--- src/rtl/fpsub_seq.sv ---
// -----------------------------------------------------------------------------
// fpsub_seq
//   Multi-cycle IEEE-754 single-precision subtractor, s = a - b, signed operands.
//   Normals and zero only; round toward zero (bits shifted out are dropped).
//   No NaN, Inf or denormal handling. One operation in flight at a time.
//
//   Build option:
//     FPSUB_BARREL_EN  defined   -> ALIGN and NORM each finish in one cycle
//                                   (barrel shifters + leading-zero count).
//                      undefined -> iterative 1-bit shifters, variable latency.
//
// Ports
//   clk        in   rising-edge clock
//   reset      in   synchronous, active-high; aborts any operation, clears outputs
//   in_valid   in   operands a, b valid
//   in_ready   out  high only while idle
//   a          in   minuend (IEEE single)
//   b          in   subtrahend (IEEE single)
//   out_valid  out  result valid, held until out_ready
//   out_ready  in   consumer accepts the result
//   s          out  a - b (IEEE single)
//   uflow      out  normalization reached exponent 0, s flushed to +0
//   oflow      out  exponent carried to all-ones, s is the signed Inf pattern
// -----------------------------------------------------------------------------
module fpsub_seq #(
    parameter int unsigned EXP_W     = 8,
    parameter int unsigned MANT_W    = 23,
    parameter int unsigned MAX_ALIGN = 25
) (
    input  logic                    clk,
    input  logic                    reset,
    input  logic                    in_valid,
    output logic                    in_ready,
    input  logic [EXP_W+MANT_W:0]   a,
    input  logic [EXP_W+MANT_W:0]   b,
    output logic                    out_valid,
    input  logic                    out_ready,
    output logic [EXP_W+MANT_W:0]   s,
    output logic                    uflow,
    output logic                    oflow
);

    localparam int unsigned W     = EXP_W + MANT_W + 1;
    localparam int unsigned MW    = MANT_W + 1;
    localparam int unsigned CNT_W = $clog2(MAX_ALIGN + 1);

    typedef enum logic [2:0] {
        IDLE,
        ALIGN,
        SUB,
        NORM,
        DONE
    } state_t;

    state_t              state_q, state_d;
    logic                sign_big_q, sign_big_d;
    logic                sign_sml_q, sign_sml_d;
    logic [MW-1:0]       mant_big_q, mant_big_d;   // also holds the result magnitude after SUB
    logic [MW-1:0]       mant_sml_q, mant_sml_d;
    logic [EXP_W-1:0]    exp_q, exp_d;
    logic [CNT_W-1:0]    cnt_q, cnt_d;
    logic                out_valid_q, out_valid_d;
    logic [W-1:0]        s_q, s_d;
    logic                uflow_q, uflow_d;
    logic                oflow_q, oflow_d;

    // ---------------------------------------------------------------- decode
    logic [EXP_W-1:0]    exp_a, exp_b, exp_diff;
    logic [MW-1:0]       mant_a, mant_b;
    logic                a_big;
    logic [CNT_W-1:0]    cnt_load;

    assign exp_a    = a[W-2:MANT_W];
    assign exp_b    = b[W-2:MANT_W];
    assign mant_a   = (exp_a == '0) ? '0 : {1'b1, a[MANT_W-1:0]};
    assign mant_b   = (exp_b == '0) ? '0 : {1'b1, b[MANT_W-1:0]};
    assign a_big    = (exp_a >= exp_b);
    assign exp_diff = a_big ? (exp_a - exp_b) : (exp_b - exp_a);
    assign cnt_load = (exp_diff > EXP_W'(MAX_ALIGN)) ? CNT_W'(MAX_ALIGN) : CNT_W'(exp_diff);

    // ------------------------------------------------------- add / subtract
    logic [MW:0]         mag_sum;
    logic [MW-1:0]       mag_diff;
    logic                big_ge;
    logic [EXP_W-1:0]    exp_inc;

    assign mag_sum  = {1'b0, mant_big_q} + {1'b0, mant_sml_q};
    assign big_ge   = (mant_big_q >= mant_sml_q);
    assign mag_diff = big_ge ? (mant_big_q - mant_sml_q) : (mant_sml_q - mant_big_q);
    assign exp_inc  = exp_q + EXP_W'(1);

`ifdef FPSUB_BARREL_EN
    // --------------------------------------------- leading-zero count (NORM)
    localparam int unsigned LZ_W = $clog2(MW + 1);
    logic [LZ_W-1:0]     lz;
    logic [MW-1:0]       norm_mant;

    always_comb begin
        lz = LZ_W'(MW);
        // Ascending scan: the highest set bit is the last one to write lz.
        for (int unsigned i = 0; i < MW; i++) begin
            if (mant_big_q[i]) begin
                lz = LZ_W'(MW - 1 - i);
            end
        end
    end

    assign norm_mant = mant_big_q << lz;
`endif

    // ------------------------------------------------------------------ FSM
    logic                fin;
    logic [W-1:0]        fin_s;
    logic                fin_uf;
    logic                fin_of;

    always_comb begin
        state_d     = state_q;
        sign_big_d  = sign_big_q;
        sign_sml_d  = sign_sml_q;
        mant_big_d  = mant_big_q;
        mant_sml_d  = mant_sml_q;
        exp_d       = exp_q;
        cnt_d       = cnt_q;
        out_valid_d = out_valid_q;
        s_d         = s_q;
        uflow_d     = uflow_q;
        oflow_d     = oflow_q;
        fin         = 1'b0;
        fin_s       = '0;
        fin_uf      = 1'b0;
        fin_of      = 1'b0;

        unique case (state_q)
            IDLE: begin
                if (in_valid) begin
                    // b enters with its sign inverted, turning a - b into a + (-b).
                    if (a_big) begin
                        sign_big_d = a[W-1];
                        mant_big_d = mant_a;
                        exp_d      = exp_a;
                        sign_sml_d = ~b[W-1];
                        mant_sml_d = mant_b;
                    end else begin
                        sign_big_d = ~b[W-1];
                        mant_big_d = mant_b;
                        exp_d      = exp_b;
                        sign_sml_d = a[W-1];
                        mant_sml_d = mant_a;
                    end
                    cnt_d   = cnt_load;
                    state_d = ALIGN;
                end
            end

            ALIGN: begin
`ifdef FPSUB_BARREL_EN
                mant_sml_d = mant_sml_q >> cnt_q;
                cnt_d      = '0;
                state_d    = SUB;
`else
                if (cnt_q == '0) begin
                    state_d = SUB;
                end else begin
                    mant_sml_d = mant_sml_q >> 1;
                    cnt_d      = cnt_q - CNT_W'(1);
                end
`endif
            end

            SUB: begin
                if (sign_big_q == sign_sml_q) begin
                    if (mag_sum == '0) begin
                        // Only reachable with two zero operands.
                        fin = 1'b1;
                    end else if (mag_sum[MW]) begin
                        if (exp_inc == '1) begin
                            fin    = 1'b1;
                            fin_of = 1'b1;
                            fin_s  = {sign_big_q, {EXP_W{1'b1}}, {MANT_W{1'b0}}};
                        end else begin
                            mant_big_d = mag_sum[MW:1];
                            exp_d      = exp_inc;
                            state_d    = NORM;
                        end
                    end else begin
                        mant_big_d = mag_sum[MW-1:0];
                        state_d    = NORM;
                    end
                end else begin
                    if (mant_big_q == mant_sml_q) begin
                        fin = 1'b1;
                    end else begin
                        mant_big_d = mag_diff;
                        sign_big_d = big_ge ? sign_big_q : sign_sml_q;
                        state_d    = NORM;
                    end
                end
            end

            NORM: begin
`ifdef FPSUB_BARREL_EN
                fin = 1'b1;
                if (EXP_W'(lz) < exp_q) begin
                    fin_s = {sign_big_q, exp_q - EXP_W'(lz), norm_mant[MANT_W-1:0]};
                end else begin
                    fin_uf = 1'b1;
                end
`else
                if (mant_big_q[MW-1]) begin
                    fin   = 1'b1;
                    fin_s = {sign_big_q, exp_q, mant_big_q[MANT_W-1:0]};
                end else if (exp_q == EXP_W'(1)) begin
                    fin    = 1'b1;
                    fin_uf = 1'b1;
                end else begin
                    mant_big_d = mant_big_q << 1;
                    exp_d      = exp_q - EXP_W'(1);
                end
`endif
            end

            DONE: begin
                if (out_ready) begin
                    out_valid_d = 1'b0;
                    state_d     = IDLE;
                end
            end

            default: state_d = IDLE;
        endcase

        if (fin) begin
            state_d     = DONE;
            out_valid_d = 1'b1;
            s_d         = fin_s;
            uflow_d     = fin_uf;
            oflow_d     = fin_of;
        end
    end

    always_ff @(posedge clk) begin
        if (reset) begin
            state_q     <= IDLE;
            sign_big_q  <= 1'b0;
            sign_sml_q  <= 1'b0;
            mant_big_q  <= '0;
            mant_sml_q  <= '0;
            exp_q       <= '0;
            cnt_q       <= '0;
            out_valid_q <= 1'b0;
            s_q         <= '0;
            uflow_q     <= 1'b0;
            oflow_q     <= 1'b0;
        end else begin
            state_q     <= state_d;
            sign_big_q  <= sign_big_d;
            sign_sml_q  <= sign_sml_d;
            mant_big_q  <= mant_big_d;
            mant_sml_q  <= mant_sml_d;
            exp_q       <= exp_d;
            cnt_q       <= cnt_d;
            out_valid_q <= out_valid_d;
            s_q         <= s_d;
            uflow_q     <= uflow_d;
            oflow_q     <= oflow_d;
        end
    end

    assign in_ready  = (state_q == IDLE);
    assign out_valid = out_valid_q;
    assign s         = s_q;
    assign uflow     = uflow_q;
    assign oflow     = oflow_q;

endmodule

--- config.mk ---
export PLATFORM = sky130hd
export DESIGN_NAME = fpsub_seq
export DESIGN_NICKNAME = d
export VERILOG_FILES = /design/src/rtl/fpsub_seq.sv
export SDC_FILE = /design/constraint.sdc
export NUM_CORES = 1
export LEC_CHECK = 0
export CAP_MARGIN = 10
export CORE_MARGIN = 2
export CORE_UTILIZATION = 30
export CTS_CLUSTER_DIAMETER = 100
export DETAILED_ROUTE_END_ITERATION = 8
export GPL_ROUTABILITY_DRIVEN = 1
export PLACE_DENSITY_LB_ADDON = 0.15
export SETUP_SLACK_MARGIN = 0.15
export SYNTH_ARGS = -nofsm -noshare
export SYNTH_HDL_FRONTEND = slang
export SYNTH_SLANG_ARGS = --single-unit
--- constraint.sdc ---
create_clock -name clk -period 7.65 [get_ports clk]
set_clock_uncertainty 0.1 [all_clocks]
set_input_delay 1.9125 -clock clk [delete_from_list [all_inputs] [get_ports clk]]
set_output_delay 1.9125 -clock clk [all_outputs]
set_load 0.05 [all_outputs]
# Yosys cells after proc, flatten, opt, wreduce, memory -nomap -nowiden
# Cells that the tools add are included.
dict set report word_totals {
  word_cells 147
  register_bits 101
  output_inout_bits 36
}
dict set report op_classes {
  bitwise 2
  n_eq_ne 31
  muxes 70
  reduce_logical 20
  n_lt_le_gt_ge 3
  n_addsub 8
}
# cell count
set ops {}
lappend ops {{24-bit two-way mux} 15}
lappend ops {{32-bit two-way mux} 5}
lappend ops {{8-bit two-way mux} 9}
lappend ops {{24-bit case mux with 3 select lines} 1}
lappend ops {{32-bit case mux with 2 select lines} 1}
lappend ops {{24-bit case mux with 2 select lines} 1}
lappend ops {{24-bit subtractor} 2}
lappend ops {{2-bit != test (second input constant)} 14}
lappend ops {{3-bit two-way mux} 9}
lappend ops {{24-bit by 24-bit adder with 25-bit output} 1}
lappend ops {{25-bit logical NOT} 1}
lappend ops {{24-bit == test} 1}
lappend ops {{24-bit >= comparator} 1}
lappend ops {{8-bit case mux with 3 select lines} 1}
lappend ops {{1-bit two-way mux} 21}
lappend ops {{7-bit AND reduction} 3}
lappend ops {{8-bit logical NOT} 2}
lappend ops {{8-bit subtractor} 2}
lappend ops {{5-bit two-way mux} 3}
lappend ops {{3-bit case mux with 5 select lines} 1}
lappend ops {{3-bit != test (second input constant)} 4}
lappend ops {{4-bit != test (second input constant)} 3}
lappend ops {{5-bit case mux with 2 select lines} 1}
lappend ops {{5-bit AND reduction} 2}
lappend ops {{23 further kinds} 30}

# Longest topological paths before layout
dict set report logic_depth {
  word_depth 9
  mapped_depth 16
}

# Least setup slack after synthesis
# No wires, ideal clock.
dict set report synth_path {
  path_type {input to register}
  startpoint {in a[23]}
  endpoint {reg cnt_q[1]}
  path_slack_ps 2807
  stages 14
  t_arrival_ps 4656
  required_ps 7464
  path_cell_list {inv_1 > ha_1 > fa_1 > nor2b_1 > o21ai_0 > a31o_2 > o21a_1 > clkbuf_1 > mux2_2 > a31oi_1 > xnor2_1 > nor3_1 > a31oi_1 > a211oi_1}
}
dict set report synth_between {
  elab_chain_cells 6
}
# element line
set synth_rtl {}
lappend synth_rtl {{from (decl)} 34} ;# input logic [EXP_W+MANT_W:0] a,
lappend synth_rtl {{8-bit subtractor or 8-bit >= comparator (tied branches)} {78, 77}}
lappend synth_rtl {{8-bit two-way mux *} 78} ;# assign exp_diff = a_big ? (exp_a - exp_b) : (exp_b - exp_a);
lappend synth_rtl {{8-bit by 5-bit greater-than comparator with 1-bit output} 79} ;# assign cnt_load = (exp_diff > EXP_W'(MAX_ALIGN)) ? CNT_W'(MAX_ALIGN) : CNT_W'(exp_diff);
lappend synth_rtl {{5-bit two-way mux *} 79}
lappend synth_rtl {{5-bit two-way mux *} 136} ;# if (in_valid) begin
lappend synth_rtl {{5-bit case mux with 2 select lines *} 134} ;# unique case (state_q)
lappend synth_rtl {{to (signal assigned)} 262} ;# cnt_q <= cnt_d;
lappend synth_rtl {{to (decl)} 61} ;# logic [CNT_W-1:0] cnt_q, cnt_d;
# Mark *: on every way between the ends. The rest lies on a longest branch, timed or not. The select of a mux whose other input is x is not followed.
# A chain may end at the register's enable or synchronous reset.

# Final worst setup path
dict set report layout_path {
  startpoint {reg mant_big_q[2]}
  endpoint {reg s_q[7] (netlist: s[7])}
}
dict set report layout_between {
  elab_chain_cells 5
}
# element line
set layout_rtl {}
lappend layout_rtl {{from (decl)} 58} ;# logic [MW-1:0] mant_big_q, mant_big_d;
lappend layout_rtl {{from (signal assigned)} 259} ;# mant_big_q <= mant_big_d;
lappend layout_rtl {{24-bit by 24-bit adder with 25-bit output} 87} ;# assign mag_sum = {1'b0, mant_big_q} + {1'b0, mant_sml_q};
lappend layout_rtl {{25-bit logical NOT (tied with other cells)} 173} ;# if (mag_sum == '0) begin
lappend layout_rtl {{32-bit two-way mux or 1-bit two-way mux (tied branches)} 173}
lappend layout_rtl {{32-bit two-way mux or 1-bit two-way mux (tied branches)} 172} ;# if (sign_big_q == sign_sml_q) begin
lappend layout_rtl {{32-bit case mux with 2 select lines or 1-bit case mux with 2 select lines (tied branches)} 134}
lappend layout_rtl {{to (signal assigned)} 252} ;# s_q <= '0;
lappend layout_rtl {{to (signal assigned)} 264} ;# s_q <= s_d;
lappend layout_rtl {{to (decl)} 63} ;# logic [W-1:0] s_q, s_d;
# Parallel ways exist; a longest one is shown, timed or not.

==> flow_summary.toml <==
[routing]
drt-total-wl_um = 45500
postRouteAntennaNets = 0
top_layer = "met5"
wl_met3_um = 2840
viasPerCell = 5.90
wl_per_cell_um = 22.4
drt-initial-drc-count = 1263
wl_met2_um = 20200
met1_length_um = 21400
vias = 12000
drc = 0
dr.pass1.iters = 6

[sta]
timing.fmax_mhz = 169
setup_violations = 0
fin_ws_ns = 1.73
period_needed_ns = 5.92
slew_viol_final = 0
setup_tns_ns = 0
relSlewSlack_pct = 22.9
finalCritPeriodShare_pct = 77.4
tightest_slew_ns = 1.16
rsz0062_at_grt = "false"
hold_viol_final = 0

[clock_tree]
cts_buffer_depth = 2
ctsResizeCount = 0
cts-root-buf = "clkbuf_16"
cts_buffers = 9
insertion_delay_ns = 0.37
htreeDepth = 3
cts_setup_buffers = 0
ctsHoldBuffers = 0
cts_tree = "built"
cts_sinks = 101
clk_pin_slew_ns = 0.07

[place]
post-place-ws_ns = 1.62
gp_congestion = 0.969
io_buffers = 103
dp_hpwl_um = 35700

[final_layout]
n_fill_cell = 3942
layout_common_cells = "a21oi_1, nor2_1, nand2_1, clkdlybuf4s50_1, dfxtp_1"
layout-drive-gt1-share_pct = 5.95
area_growth_pct = 15.1
fin_nets = 1723
num_antenna_cells = 0
final_common_cell = "a21oi_1"

[setup_path]
ff2ff_setup_slack_ns = 1.73
critPathArrivalTime_ns = 6.08
cp_max_fo = 26
cpLargestDelayFamily = "simple AND/OR/NAND/NOR gates"
rr_worst_depth = 13
endpoint_kind = "flop"
slowest_delay_ns = 0.95
crit_slowest_cell = "nor4_1"
critPathBufInv = 2
path_cells = "inv_1, ha_1, nand2b_1, a211o_4, a2111oi_4, nor4_1, nor4_1, nand4_1, or4_1, o21a_1, buf_4, and2_1, a32o_1"
r2r_start = "mant_big_q[2]"
cpMostUsedCell = "nor4_1"
r2r_end = "s[7]"
worstSetupStartpointType = "flop"
required_ns = 7.81
criticalPathCategory = "flop to flop"

[global_route]
grt_max_degree = 46
antenna_found_initial = 1
overflow = 0
grt_usage_pct = 23.5
grt_pass1_vias = 11300
grt_pass1_wl_um = 69700

[flow_run]
drv_cap = 0

[min_path]
whs_path_depth = 2
hold_path.class = "flop to flop"
hold_end = "out_valid"
hp-start = "out_valid"

[floorplanning]
num_rows = 70
die-area_um2 = 38400
core_area_um2 = 36400
fp.dieW_um = 196
start_util_pct = 30.3
fp.dieH_um = 196
ioPinCount = 104

[yosys]
synth_top_flop_cell = "dfxtp_1"
synth_area_um2 = 11100
synth.avg_cell_area_um2 = 7.21
synth-seq-cells = 101
ys_types = 80
syn_nets = 1698
yosysWarningCount = 0
synth-edff-count = 0
postSynthCellCount = 1533
ys_seq_area_share_pct = 18.3
async_flop_share_pct = 0

[pwr]
power.density_nw_per_um2 = 552
ir_drop_mv = 0.165
p_leak_nw = 4.84
power_w = 0.00702

[status]
status = "finished clean"
-- through the flow --
step                      util, %  instances  cell area, um^2  hold WS, ns
final                        34.9       2031            12700        0.357
after global routing         34.9       2031            12700        0.383
after CTS                    34.9       2030            12700        0.361
after detailed placement     34.0       2014            12400        0.351
after global placement       34.0       2014            12400        0.352
after floorplan                 -       1533            11100        0.336
-- worst max path at each step --
| stage | slack (ns) | depth (start not counted) | start | to |
|---|---|---|---|---|
| final | 1.73 | 13 | mant_big_q[2] | s[7] |
| after global routing | 1.62 | 14 | a[25] | cnt_q[1] |
| after CTS | 1.94 | 13 | mant_big_q[2] | s[7] |
| after detailed placement | 1.62 | 14 | a[25] | cnt_q[1] |
| after global placement | 1.67 | 14 | a[25] | cnt_q[4] |
| after floorplan | 2.81 | 14 | a[23] | cnt_q[1] |
-- worst reg2reg max path, stage by stage, from the launching register on --
cell and delay [ns]:
dfxtp_1 0.54, inv_1 0.08, ha_1 0.49, nand2b_1 0.29, a211o_4 0.39, a2111oi_4 0.53, nor4_1 0.10, nor4_1 0.95
nand4_1 0.17, or4_1 0.61, o21a_1 0.28, buf_4 0.25, and2_1 0.58, a32o_1 0.46
-- power by group --
| part | switching (W) | total, W | internal [W] |
|---|---|---|---|
| logic | 0.00356 | 0.00550 | 0.00193 |
| registers | 0.000339 | 0.00103 | 0.000692 |
| clock network | 0.000230 | 0.000496 | 0.000266 |
-- logic make-up after synthesis --
| logic type | count (synthesis) | share of synthesized area [%] |
|---|---|---|
| AND/OR/NAND/NOR | 499 | 21.8 |
| adder cells (fa/ha/maj) | 97 | 11.3 |
| multiplexers | 38 | 3.48 |
| flip-flops | 101 | 18.3 |
| AO/OA/AOI/OAI | 540 | 34.0 |
| buffers and inverters | 217 | 7.91 |
| XOR/XNOR | 41 | 3.25 |
-- registers in the layout, summed over array words and instances, names as in the netlist, 3 cells and up --
| signal | count |
|---|---|
| cnt_q | 5 |
| exp_q | 8 |
| mant_big_q | 24 |
| mant_sml_q | 24 |
| s | 32 |
| state_q | 3 |
-- layer usage --
metal | vias to the layer above | GRT usage [%]
met5 | - | 0
met4 | 2 | 7.44
met3 | 63 | 3.47
met2 | 419 | 36.8
met1 | 5755 | 33.0
li1 | 5737 | -
-- area by class of cell --
| type | count | area (um^2) | area share, % |
|---|---|---|---|
| timing repair buffer | 131 | 1240 | 9.74 |
| tap | 468 | 586 | 4.60 |
| multi-input combinational | 1215 | 8190 | 64.4 |
| inverter | 100 | 375 | 2.95 |
| sequential | 101 | 2020 | 15.9 |
| clock buffer | 10 | 239 | 1.88 |
| clock inverter | 6 | 68.8 | 0.541 |
-- cells in the mapped netlist, types with 5 or more instances --
| cell | number | area share (%) |
|---|---|---|
| a2111oi_0 | 9 | 0.71 |
| a211oi_1 | 32 | 2.2 |
| a211oi_2 | 18 | 2.0 |
| a21boi_0 | 5 | 0.34 |
| a21o_1 | 16 | 1.1 |
| a21oi_1 | 137 | 6.2 |
| a221oi_1 | 11 | 0.87 |
| a222oi_1 | 8 | 0.72 |
| a22oi_1 | 5 | 0.34 |
| a311oi_1 | 22 | 1.7 |
| a31oi_1 | 43 | 2.4 |
| a32o_1 | 23 | 2.1 |
| and2_1 | 15 | 0.85 |
| and3_1 | 7 | 0.40 |
| buf_1 | 9 | 0.31 |
| buf_2 | 6 | 0.27 |
| buf_6 | 7 | 0.71 |
| clkbuf_1 | 95 | 3.2 |
| dfxtp_1 | 101 | 18 |
| fa_1 | 5 | 0.91 |
| ha_1 | 92 | 10 |
| inv_1 | 97 | 3.3 |
| mux2i_1 | 35 | 3.2 |
| nand2_1 | 117 | 4.0 |
| nand2b_1 | 18 | 1.0 |
| nand3_1 | 76 | 3.4 |
| nand4_1 | 18 | 1.0 |
| nor2_1 | 132 | 4.5 |
| nor2b_1 | 18 | 1.0 |
| nor3_1 | 36 | 1.6 |
| nor4_1 | 19 | 1.1 |
| o211ai_1 | 29 | 2.0 |
| o21a_1 | 10 | 0.68 |
| o21ai_0 | 95 | 4.3 |
| o21bai_1 | 11 | 0.75 |
| o22ai_1 | 9 | 0.51 |
| or2_2 | 11 | 0.62 |
| or3_1 | 8 | 0.45 |
| or4_1 | 6 | 0.41 |
| xnor2_1 | 28 | 2.2 |
| xor2_1 | 13 | 1.0 |
(Power assumes the default switching activity.)
